--- src/rtl/program_loader.sv ---
// Instruction-store loader: accepts a valid/ready word stream and writes it to
// consecutive addresses from 0, holding the CPU and accumulating a checksum.
module program_loader #(
    parameter int ADDR_W = 4,
    parameter int DATA_W = 8,
    parameter int DEPTH  = 16
) (
    input  logic              clk,
    input  logic              rst_n,
    input  logic              start,
    input  logic [ADDR_W:0]   length,
    input  logic [DATA_W-1:0] in_data,
    input  logic              in_valid,
    output logic              in_ready,
    output logic              mem_we,
    output logic [ADDR_W-1:0] mem_addr,
    output logic [DATA_W-1:0] mem_wdata,
    output logic              busy,
    output logic              cpu_hold,
    output logic              done,
    output logic [7:0]        checksum
);
    localparam int CNT_W = ADDR_W + 1;
    localparam logic [CNT_W-1:0] DEPTH_C = CNT_W'(DEPTH);

    typedef enum logic [1:0] {IDLE, LOAD, DONE} state_t;

    state_t              state_reg, state_next;
    logic [CNT_W-1:0]    count_reg, count_next;
    logic [CNT_W-1:0]    len_reg, len_next;
    logic [7:0]          sum_reg, sum_next;
    logic                we_reg, we_next;
    logic [ADDR_W-1:0]   addr_reg, addr_next;
    logic [DATA_W-1:0]   wdata_reg, wdata_next;
    logic                accept;

    assign in_ready  = (state_reg == LOAD) && (count_reg < len_reg);
    assign accept    = in_ready && in_valid;
    assign busy      = (state_reg == LOAD);
    assign cpu_hold  = busy;
    assign done      = (state_reg == DONE);
    assign mem_we    = we_reg;
    assign mem_addr  = addr_reg;
    assign mem_wdata = wdata_reg;
    assign checksum  = sum_reg;

    always_ff @(posedge clk or negedge rst_n) begin
        if (!rst_n) begin
            state_reg <= IDLE;
            count_reg <= '0;
            len_reg   <= '0;
            sum_reg   <= '0;
            we_reg    <= 1'b0;
            addr_reg  <= '0;
            wdata_reg <= '0;
        end else begin
            state_reg <= state_next;
            count_reg <= count_next;
            len_reg   <= len_next;
            sum_reg   <= sum_next;
            we_reg    <= we_next;
            addr_reg  <= addr_next;
            wdata_reg <= wdata_next;
        end
    end

    always_comb begin
        state_next = state_reg;
        count_next = count_reg;
        len_next   = len_reg;
        sum_next   = sum_reg;
        we_next    = 1'b0;
        addr_next  = addr_reg;
        wdata_next = wdata_reg;
        case (state_reg)
            IDLE, DONE: begin
                if (start) begin
                    count_next = '0;
                    sum_next   = '0;
                    if (length == '0) begin
                        state_next = DONE;
                    end else begin
                        state_next = LOAD;
                        // Oversized requests clamp so the address never wraps.
                        len_next   = (length > DEPTH_C) ? DEPTH_C : length;
                    end
                end
            end
            LOAD: begin
                if (accept) begin
                    we_next    = 1'b1;
                    addr_next  = count_reg[ADDR_W-1:0];
                    wdata_next = in_data;
                    count_next = count_reg + CNT_W'(1);
                    sum_next   = sum_reg + 8'(in_data);
                    if (count_next == len_reg) begin
                        state_next = DONE;
                    end
                end
            end
            default: state_next = IDLE;
        endcase
    end
endmodule

--- config.mk ---
export PLATFORM = sky130hd
export DESIGN_NAME = program_loader
export DESIGN_NICKNAME = d
export VERILOG_FILES = /design/src/rtl/program_loader.sv
export SDC_FILE = /design/constraint.sdc
export NUM_CORES = 1
export LEC_CHECK = 0
export CAP_MARGIN = 5
export CORE_ASPECT_RATIO = 1.4
export CORE_MARGIN = 3
export CORE_UTILIZATION = 46
export DETAILED_ROUTE_END_ITERATION = 10
export GPL_TIMING_DRIVEN = 0
export PLACE_DENSITY = 0.74
export SYNTH_ARGS = -nofsm -noshare
export SYNTH_HDL_FRONTEND = slang
export SYNTH_SLANG_ARGS = --single-unit
--- constraint.sdc ---
create_clock -name clk -period 4.65 [get_ports clk]
set_input_delay 1.1625 -clock clk [delete_from_list [all_inputs] [get_ports clk]]
set_output_delay 1.1625 -clock clk [all_outputs]
set_load 0.1 [all_outputs]
Yosys cells after proc, flatten, opt, wreduce, memory -nomap -nowiden
Index checks and enable logic that the tools add are counted.

storage, ports and cells
  logic and storage cells = 42
  register bits = 33
  input bits = 17
  output and inout port bits = 25

cells by class
  equal/unequal tests = 6
  reductions and logical operators = 10
  multiplexer cells = 14
  bitwise logic cells = 1
  $lt $le $gt $ge = 2
  $add $sub $neg = 2

operators with widths
  cell                                                  count
  two-way mux 8 bit                                     2
  case mux 8 bit (2 select lines)                       1
  two-way mux 5 bit                                     3
  case mux 5 bit (2 select lines)                       1
  AND reduction 3 bit                                   3
  adder 8 bit                                           1
  two-way mux 2 bit                                     4
  adder 5 x 1 -> 5 bit (second input constant)          1
  equality test 5 bit                                   1
  > comparator 5 bit (second input constant)            1
  zero test 5 bit                                       1
  less-than comparator 5 bit                            1
  != test 2 x 1 -> 1 bit (second input constant)        2
  case mux 2 bit (2 select lines)                       1
  equality test 2 x 1 -> 1 bit (second input constant)  1
  equality test 2 bit (second input constant)           1
  logical AND 1 bit                                     2
  zero test 2 bit                                       1
  two-way mux 1 bit                                     2
  != test 2 bit (second input constant)                 1
  AND reduction 2 bit                                   1
  nonzero test 2 bit                                    1
  OR reduction 2 bit                                    1
  inverter 1 bit                                        1

Depth between registers and ports, before layout
  depth after elaboration = 5
  depth in mapped cells = 9
  depth with buffers taken out = 8

Least setup slack after synthesis
No wires, ideal clock.

  kind = register -> output
  from = register count_reg[1]
  to = output port in_ready
  data required time = 3488 ps
  buffers on the path = 0
  setup slack = 955 ps
  stages on the path, launching flop included = 7
  arrival = 2533 ps
  path through = dfrtp_1 -> ha_1 -> nor2b_1 -> o211a_1 -> o21ai_1 -> nand2b_1 -> nor2_1

between the ends
  cells in the longest elaborated chain, start to end = 2

RTL lines
  what                        RTL line  RTL
  start: declaration          29        logic [CNT_W-1:0] count_reg, count_next;
  start signal: assignment    58        count_reg <= count_next;
  less-than comparator 5 bit  37        assign in_ready = (state_reg == LOAD) && (count_reg < len_reg);
  logical AND 1 bit           37
  end: declaration            14        output logic in_ready,

No other way between the ends.

Worst setup path in the final report
Same ends and word-level chain as after synthesis.

==> metrics.txt <==
final hold violation count=0; Die Y=80.9 um; clk_skew=0.00469 ns; mapped cell area=1840 um2; global-route wire length before repair=7.09 mm; Async S/R FF share, synth=100%; IO buf count=41; Synth top area share=44.8%; Hold Buf Count CTS=0; Post-synth EDFFs=0; initial antenna violation count=0; Max FO, Critical Path=5; Worst EP required=3.49 ns; final net count=259; drt drc=0; setup violators final=0; Final period util=88.4%; worst hold path type=register to register; Yosys cell types=34; clk buf depth=2; min Tclk post-route=4.11 ns; Setup crit end kind=output pin; DRT antenna net count=0; DRT iter0 DRCs=40; Synth Flop Type=dfrtp_1; Yosys Warn Count=0; outcome=finished clean; number of cell rows=26; largest area contributor in the netlist=dfrtp_1; largest net degree at the start of global routing=34; Ports=42; syn nets=211; critical path arrival=2.95 ns; final-report max-slew violation count=0; slew at the pin closest to its max-slew limit=0.990 ns; Max-Cap Viols=0; Post-CTS Setup Bufs=0; Routed wire per std cell=15.4 um; Most Crowded Layer GR=met2; clock sink count=33; DR vias=1,503; CTS tree=yes; initial core utilization=49.3%; Avg Cell Area, Syn=10.2 um2; Total GRT Usage=19.4%; vias in the first global route=1,626; met3 Use GR=5.56%; Synth area leaders=dfrtp_1 (45%), ha_1 (8.8%), mux2_2 (7.3%); total CTS buffers=5; ant diodes=0; Peak Freq=243 MHz; vias per std cell=5.55; post-cts sizing count=0; relative slew slack=33.8%; final WL=4.17 mm; GR Overflow Total=0; critical path startpoint category=register; Core ar.=3740 um2; GR met2 Demand/Resource=34.8%; die width=59.5 um; most instantiated cells after synthesis=dfrtp_1 (33), inv_1 (15), o21ai_0 (15); Crit Path Class=register to output pin; later-pin clock latency in the skew report=0.29 ns; layout cell share with drive strength beyond 1=11.8%; grt met1 use=20.4%; die area=4810 um2; Clock transition at path regs=0.07 ns; Synth Register Bits=33; Post-Syn Instances=180; H-tree depth=2; Fillers=326; unrepaired setup endpoints after global routing=no; CTS Root Cell=clkbuf_8; most frequent cell after synthesis=dfrtp_1; Final GP Congestion=0.761; sequential area share after synthesis=44.8%; Fin Setup TNS=0 ns; dpl hpwl=3.14 mm; first-pass detailed-route iteration total=4; Area Overhead vs Synth=29.5%
==> per-stage QoR <==
step                cells  hold slack [ns]  cell area [um2]  util (%)  setup slack [ns]
floorplan             180            0.453             1840         -             0.955
global placement      263            0.472             2310      61.6             0.926
detailed placement    263            0.476             2300      61.5             0.853
CTS                   271            0.492             2390      63.8             0.527
global route          271            0.525             2390      63.8             0.419
finish                271            0.490             2390      63.8             0.538
==> critical path: stages (launching register included) <==
cell and delay, ns:
dfrtp_1 0.44, ha_1 0.31, nor2b_1 0.13, o211a_1 0.20, o21ai_1 0.22, nand2b_1 0.12
nor2_1 0.09, clkdlybuf4s50_1 1.13
==> kinds of logic (layout without fill, tap and decap cells) <==
logic type	Yosys count	in the layout	share of synthesized area, %
AO/OA/AOI/OAI	37	37	12.6
XOR/XNOR	11	11	5.23
adder cells (fa/ha/maj)	14	14	9.91
buffers and inverters	22	71	4.82
flip-flops	33	33	44.8
multiplexers	14	14	8.42
AND/OR/NAND/NOR	49	49	14.2
==> path summary, 6_finish.rpt <==
path	endpoint	depth (start not counted)	slack [ns]	start
max	in_ready	7	0.54	count_reg[1]
min	mem_addr[0]	2	0.49	mem_addr[0]
max reg2reg	count_reg[3]	7	2.44	count_reg[1]
min reg2reg	mem_addr[0]	2	0.49	mem_addr[0]
max in group asynchronous	len_reg[3]	1	3.25	rst_n
min in group asynchronous	mem_wdata[5]	1	0.93	rst_n
==> cell usage in the layout (no fill, tap or decap), types with 2 or more instances in the layout <==
master,netlist,layout
inv_1,15,15
mux2_2,12,12
clkinv_2,0,2
clkbuf_8,0,5
a21oi_1,4,4
buf_2,2,3
a21o_1,3,3
nor3b_1,3,3
nor2_1,8,8
or4_1,3,3
nand2b_1,4,4
nand3_1,11,11
dfrtp_1,33,33
clkbuf_1,3,3
o21ai_0,15,15
nor3_1,4,4
xor2_1,7,7
o21ai_1,2,2
ha_1,13,13
mux2i_1,2,2
o31ai_1,5,5
clkdlybuf4s50_1,0,40
nand2_1,9,9
xnor2_1,4,4
o21bai_1,2,2
nor2b_1,5,5
==> layer usage <==
| layer | up-vias | wire (um) | share of wire [%] |
|---|---|---|---|
| met3 | 14 | 209 | 5.0 |
| met2 | 43 | 2160 | 52 |
| li1 | 725 | - | - |
| met4 | 0 | 112 | 2.7 |
| met1 | 721 | 1690 | 40 |
| met5 | - | 0 | 0 |
==> cell type report <==
cell class	count	area, um2	area share [%]
clock inverters	3	17.5	0.734
inverters	15	56.3	2.36
repair buffers	41	405	17.0
plain buffers	7	32.5	1.36
multi-input cells	125	928	38.9
well taps	42	52.6	2.20
clock buffers	5	68.8	2.88
flip-flops and latches	33	826	34.6
Power is not shown: default switching activity piles up to over one toggle a cycle in this logic, so the estimate is an artifact.
